<file path="src/rtl/pc_seg.sv">
// rtl/pc_seg.sv - segmented program counter with one-segment-per-clock carry/borrow ripple
// Low segment updates in the operation cycle; upper segments are fixed up on later clocks.
module pc_seg #(
    parameter int             AW        = 16,
    parameter int             DW        = 8,
    parameter logic [AW-1:0]  RESET_VEC = '0
) (
    input  logic          CLK,
    input  logic          R,
    input  logic          WR,
    input  logic          INC,
    input  logic          BR,
    input  logic [DW-1:0] OFF,
    input  logic [AW-1:0] D,
    output logic [AW-1:0] PC,
    output logic          CO,
    output logic          BO,
    output logic          RDY,
    output logic          PX
);

    localparam int N  = AW / DW;
    localparam int KW = (N > 1) ? $clog2(N) : 1;

    typedef enum logic [1:0] {
        ST_IDLE   = 2'd0,
        ST_CARRY  = 2'd1,
        ST_BORROW = 2'd2
    } fix_state_e;

    fix_state_e    state_q, state_d;
    logic [AW-1:0] pc_q, pc_d;
    logic [KW-1:0] k_q, k_d;
    logic          px_q, px_d;

    logic [DW-1:0] seg0;
    logic [DW-1:0] segk;
    logic [DW-1:0] segk_n;
    logic [DW:0]   sum;
    logic          wrap;

    always_comb begin
        seg0 = pc_q[DW-1:0];
        segk = '0;
        for (int i = 0; i < N; i++) begin
            if (k_q == KW'(i)) begin
                segk = pc_q[i*DW +: DW];
            end
        end
        segk_n = (state_q == ST_CARRY) ? segk + 1'b1 : segk - 1'b1;
        // A segment wraps when the carry leaves it at all-zeros or the borrow at all-ones.
        wrap   = (state_q == ST_CARRY) ? (segk == '1) : (segk == '0);
        sum    = {1'b0, seg0} + {1'b0, OFF};
    end

    always_comb begin
        state_d = state_q;
        pc_d    = pc_q;
        k_d     = k_q;
        px_d    = 1'b0;

        if (WR) begin
            pc_d    = D;
            state_d = ST_IDLE;
            k_d     = '0;
        end else if (state_q != ST_IDLE) begin
            for (int i = 1; i < N; i++) begin
                if (k_q == KW'(i)) begin
                    pc_d[i*DW +: DW] = segk_n;
                end
            end
            if (wrap && (k_q != KW'(N - 1))) begin
                k_d = k_q + 1'b1;
            end else begin
                state_d = ST_IDLE;
                k_d     = '0;
            end
        end else if (BR) begin
            pc_d[DW-1:0] = sum[DW-1:0];
            // Carry out with a negative offset cancels the sign extension; no fixup needed.
            if (N > 1) begin
                if (sum[DW] && !OFF[DW-1]) begin
                    state_d = ST_CARRY;
                    k_d     = KW'(1);
                    px_d    = 1'b1;
                end else if (!sum[DW] && OFF[DW-1]) begin
                    state_d = ST_BORROW;
                    k_d     = KW'(1);
                    px_d    = 1'b1;
                end
            end
        end else if (INC) begin
            pc_d[DW-1:0] = seg0 + 1'b1;
            if ((N > 1) && (seg0 == '1)) begin
                state_d = ST_CARRY;
                k_d     = KW'(1);
                px_d    = 1'b1;
            end
        end
    end

    always_ff @(posedge CLK) begin
        if (R) begin
            pc_q    <= RESET_VEC;
            state_q <= ST_IDLE;
            k_q     <= '0;
            px_q    <= 1'b0;
        end else begin
            pc_q    <= pc_d;
            state_q <= state_d;
            k_q     <= k_d;
            px_q    <= px_d;
        end
    end

    assign PC  = pc_q;
    assign CO  = (state_q == ST_CARRY);
    assign BO  = (state_q == ST_BORROW);
    assign RDY = (state_q == ST_IDLE);
    assign PX  = px_q;

endmodule

</file>
<file path="config.mk">
export PLATFORM = sky130hd
export DESIGN_NAME = pc_seg
export DESIGN_NICKNAME = d
export VERILOG_FILES = /design/src/rtl/pc_seg.sv
export SDC_FILE = /design/constraint.sdc
export NUM_CORES = 1
export LEC_CHECK = 0
export ABC_AREA = 1
export ABC_CLOCK_PERIOD_IN_PS = 6800
export CORE_ASPECT_RATIO = 1.1
export CORE_MARGIN = 2
export CORE_UTILIZATION = 40
export DETAILED_ROUTE_END_ITERATION = 6
export GPL_TIMING_DRIVEN = 0
export PLACE_DENSITY = 0.69
export SYNTH_ARGS = -nofsm -noshare
export SYNTH_HDL_FRONTEND = slang
export SYNTH_SLANG_ARGS = --single-unit
</file>
<file path="constraint.sdc">
create_clock -name CLK -period 6.8 [get_ports CLK]
set_input_delay 1.02 -clock CLK [delete_from_list [all_inputs] [get_ports CLK]]
set_output_delay 1.02 -clock CLK [all_outputs]
set_load 0.05 [all_outputs]
</file>
==> impl_results.md <==
* Cell repeated most along the worst path: sky130_fd_sc_hd__nand2_1
* Share of the yosys chip area belonging to registers at a little under 20%
* Grt total ovfl at 0
* Most common library cell in the layout ignoring fill and taps: sky130_fd_sc_hd__nand2_1
* Diodes inserted at 0
* Floorplan row count at 27
* Largest stage delay on the critical path at 410 ps
* Number of antenna-violating nets in the routed design at 0
* Fraction of layout instances using a drive strength above 1 at 6.091%
* Resized cells post-CTS at 0
* Total of endpoints with negative setup slack in the final report at 0
* Cell area after placement at 2609 um^2
* Combinational group share of total power at a little under three fifths
* Max-slew violation total from the final report at 0
* Most frequent cells in the layout: 123 x sky130_fd_sc_hd__nand2_1, 47 x sky130_fd_sc_hd__clkdlybuf4s50_1, 36 x sky130_fd_sc_hd__inv_1, 29 x sky130_fd_sc_hd__nor2_1, 26 x sky130_fd_sc_hd__a21oi_1
* Leakage at 1.257 nW
* Worst-skew pair later-pin latency at 260 ps
* Count of buffers inserted at the top-level ports at 47
* Total routed wirelength at between 5000 and 6000 um
* Post-CTS setup buffer count at 0
* Netlist Area Pre-Place at about 2100 um^2
* I/O pins at 49
* Max H-tree Level at 1
* Worst Path Max Fanout at 3
* Fin area at 2664 um^2
* Switching share of power at 45.16%
* Share of power burned in registers at 26.7%
* Avg Synthesized Cell Area at 6.023 um^2
* Length in cells of the worst reg-to-reg path at 15
* Met2 wirelength from detailed routing at 2640 um
* Die Footprint at approximately 5800 um^2
* Fmax at 0.2927 GHz
* Min-delay worst type: register to register
* Seq cells post-synth at 20
* Pre-CTS setup slack at approximately 3100 ps
* First drt pass iteration count at 4
* Worst Setup End Kind: register
* Die span in x at 72.52 um
* Library cell with the largest summed area after synthesis: sky130_fd_sc_hd__nand2_1
* Arr. time, crit path at 3620 ps
* # DRC at 0
* Max-cap violations at 0
* Setup slack after layout at 3384 ps
* Top area cells in the synthesized netlist: sky130_fd_sc_hd__nand2_1 22%, sky130_fd_sc_hd__dfxtp_1 19%, sky130_fd_sc_hd__ha_1 9.7%
* Total power draw at between 0.5 and 0.6 mW
* Worst path cell trace: clkdlybuf4s50_1 -> ha_1 -> fa_1 -> nand3_1 -> nand2_1 -> nand2_1 -> nand2_1 -> a21oi_1 -> o21bai_1 -> ha_1 -> or2_2 -> nand3_1 -> nand2_1 -> nand2_1 -> nand2_1 -> nor2_1
* Area delta synth->final at 28.95%
* Clock Tree Root: sky130_fd_sc_hd__clkbuf_8
* Area of the placeable core at 5000 um^2
* Run status: finished clean
* Total track usage at about a fifth
* Total nets after synthesis at 390
* Time the final worst path needs with I/O delays and setup at around 3400 ps
* Routability Congestion at 0.8685
* Count of nets after finishing at 442
* Global-route wire length before repair at 8832 um
* CTS tree: done
* Maximum clock path buffer count at 2
* Clk pwr share at 17.3%
* Detail Route met3 WL at 178 um
* Clock Skews at 7.013 ps
* Area fraction of the dominant cell type after synthesis at 22.35%
* RSZ-0062 raised after global routing: false
* Total of hold buffers inserted after clock tree synthesis at 0
* Violation count after the first detailed-routing iteration at 109
* Floorplan die height at about 80 um
* Least-Margin Pin Slew at between 600 and 700 ps
* Clock-pin slew reported for the worst setup and hold paths after clock tree synthesis at 90 ps
* Number of vias after detailed routing at 2250
* Top routing layer in use: met4
* Post-synthesis cell count at 343
* Drt wl/cell at 11.91 um
* Cell depth of the worst hold path at 2
* Number of global-route vias before repair at 2014
* Total negative slack for setup checks at 0 ps
* Max rail drop VDD at around 0.1 mV
* Number of antenna violations at the first check in global routing at 0
* Final Hold Fails at 0
* Starting density of the core at 41.32%
* Fillcell total at 525
* Total internal power at 0.3027 mW
* Number of clock sinks seen by CTS at 20
* Required time at the worst-slack endpoint at about 7000 ps
* Number of buffers added by the clock tree synthesis step at 3
* Number of unique standard cell types used by synthesis at 38
* Pwr per Cell Area at 207.2 nW/um^2
* Number of vias per cell after detailed routing at 4.978
* Synth warn at 0
* NetSw at 0.2493 mW
* Worst Setup Start Kind: primary input
* Sum of net half-perimeters after detailed placement at 4229 um
* Headroom to the max-slew limit at 59.34%
* Standard cell with the maximum stage delay on the critical path: sky130_fd_sc_hd__clkdlybuf4s50_1
* Wl on met1 at 2492 um
* Crit Path Class: primary input to register
* Largest net degree at the start of global routing at 12
* Period utilization at 50.24%
[worst paths after layout]
path / from / endpoint / slack (ps)
hold reg to reg: PC[8] / PC[8] / 520
hold / removal: PC[8] / PC[8] / 520
setup / recovery: OFF[0] / state_q[1] / 3380
setup reg to reg: PC[0] / state_q[1] / 4150
[power by group through the flow]
| stage | Clock (mW) | Combinational [mW] | Sequential, mW |
|---|---|---|---|
| 2_1_floorplan | 0 | 0.198 | 0.179 |
| 3_3_place_gp | 0 | 0.305 | 0.150 |
| 3_5_place_dp | 0 | 0.309 | 0.150 |
| 4_1_cts | 0.0978 | 0.311 | 0.148 |
| 5_1_grt | 0.102 | 0.350 | 0.150 |
| 6_report | 0.0957 | 0.309 | 0.148 |
[layer usage]
metal,global-route usage [%],vias up
li1,-,1226
met1,23.24,971
met2,35.36,46
met3,1.389,7
met4,4.259,0
met5,0,-
[logic make-up (layout without fill, tap and decap cells)]
kind of cell	after synthesis	after routing	synth area share, %
simple gates	189	189	38.70
flops	20	20	19.38
buf+inv	47	98	10.11
compound gates	66	66	18.90
xor+xnor	3	3	1.272
fa+ha+maj	18	18	11.63
[Yosys cell counts (all sizes together)]
cell    number
inv         39
nand4        1
nand3       23
a21oi       28
nor3         3
fa           2
clkbuf       4
o21a         1
buf          4
o221ai       1
a211oi       1
xor2         2
nand3b       3
dfxtp       20
a21o         2
or2          4
xnor2        1
nand2      125
o211ai       2
ha          16
a22oi        4
o21bai       1
nor2        30
a31oi        4
o21ai       20
a21boi       2
[sequential cells by signal, summed over array words and instances (netlist names)]
name / cells
state_q: 2
k_q: 1
PX: 1
PC: 16
[through the flow]
stage | util (%) | hold WS, ps | instances
5_1_grt | 53.28 | 539.3 | 452
2_1_floorplan | - | 555.6 | 343
3_3_place_gp | 52.18 | 493.8 | 448
6_report | 53.28 | 515.5 | 452
4_1_cts | 53.28 | 511.9 | 452
3_5_place_dp | 52.18 | 499.3 | 448
[final cells by class]
class | instances | area [um^2] | area share (%)
Multi-Input combinational cell | 276 | 1456 | 54.67
Tap cell | 58 | 72.57 | 2.724
Timing Repair Buffer | 47 | 470.5 | 17.66
Clock buffer | 4 | 55.05 | 2.067
Buffer | 8 | 62.56 | 2.349
Sequential cell | 20 | 400.4 | 15.03
Inverter | 39 | 146.4 | 5.496
[worst max-delay path: cells and delay by family]
kind            cells  cell delay (ps)
simple gates       10             1080
buf+inv             1              410
fa+ha+maj           3              900
compound gates      2              210
No activity file was read; power rests on OpenSTA's default activity.
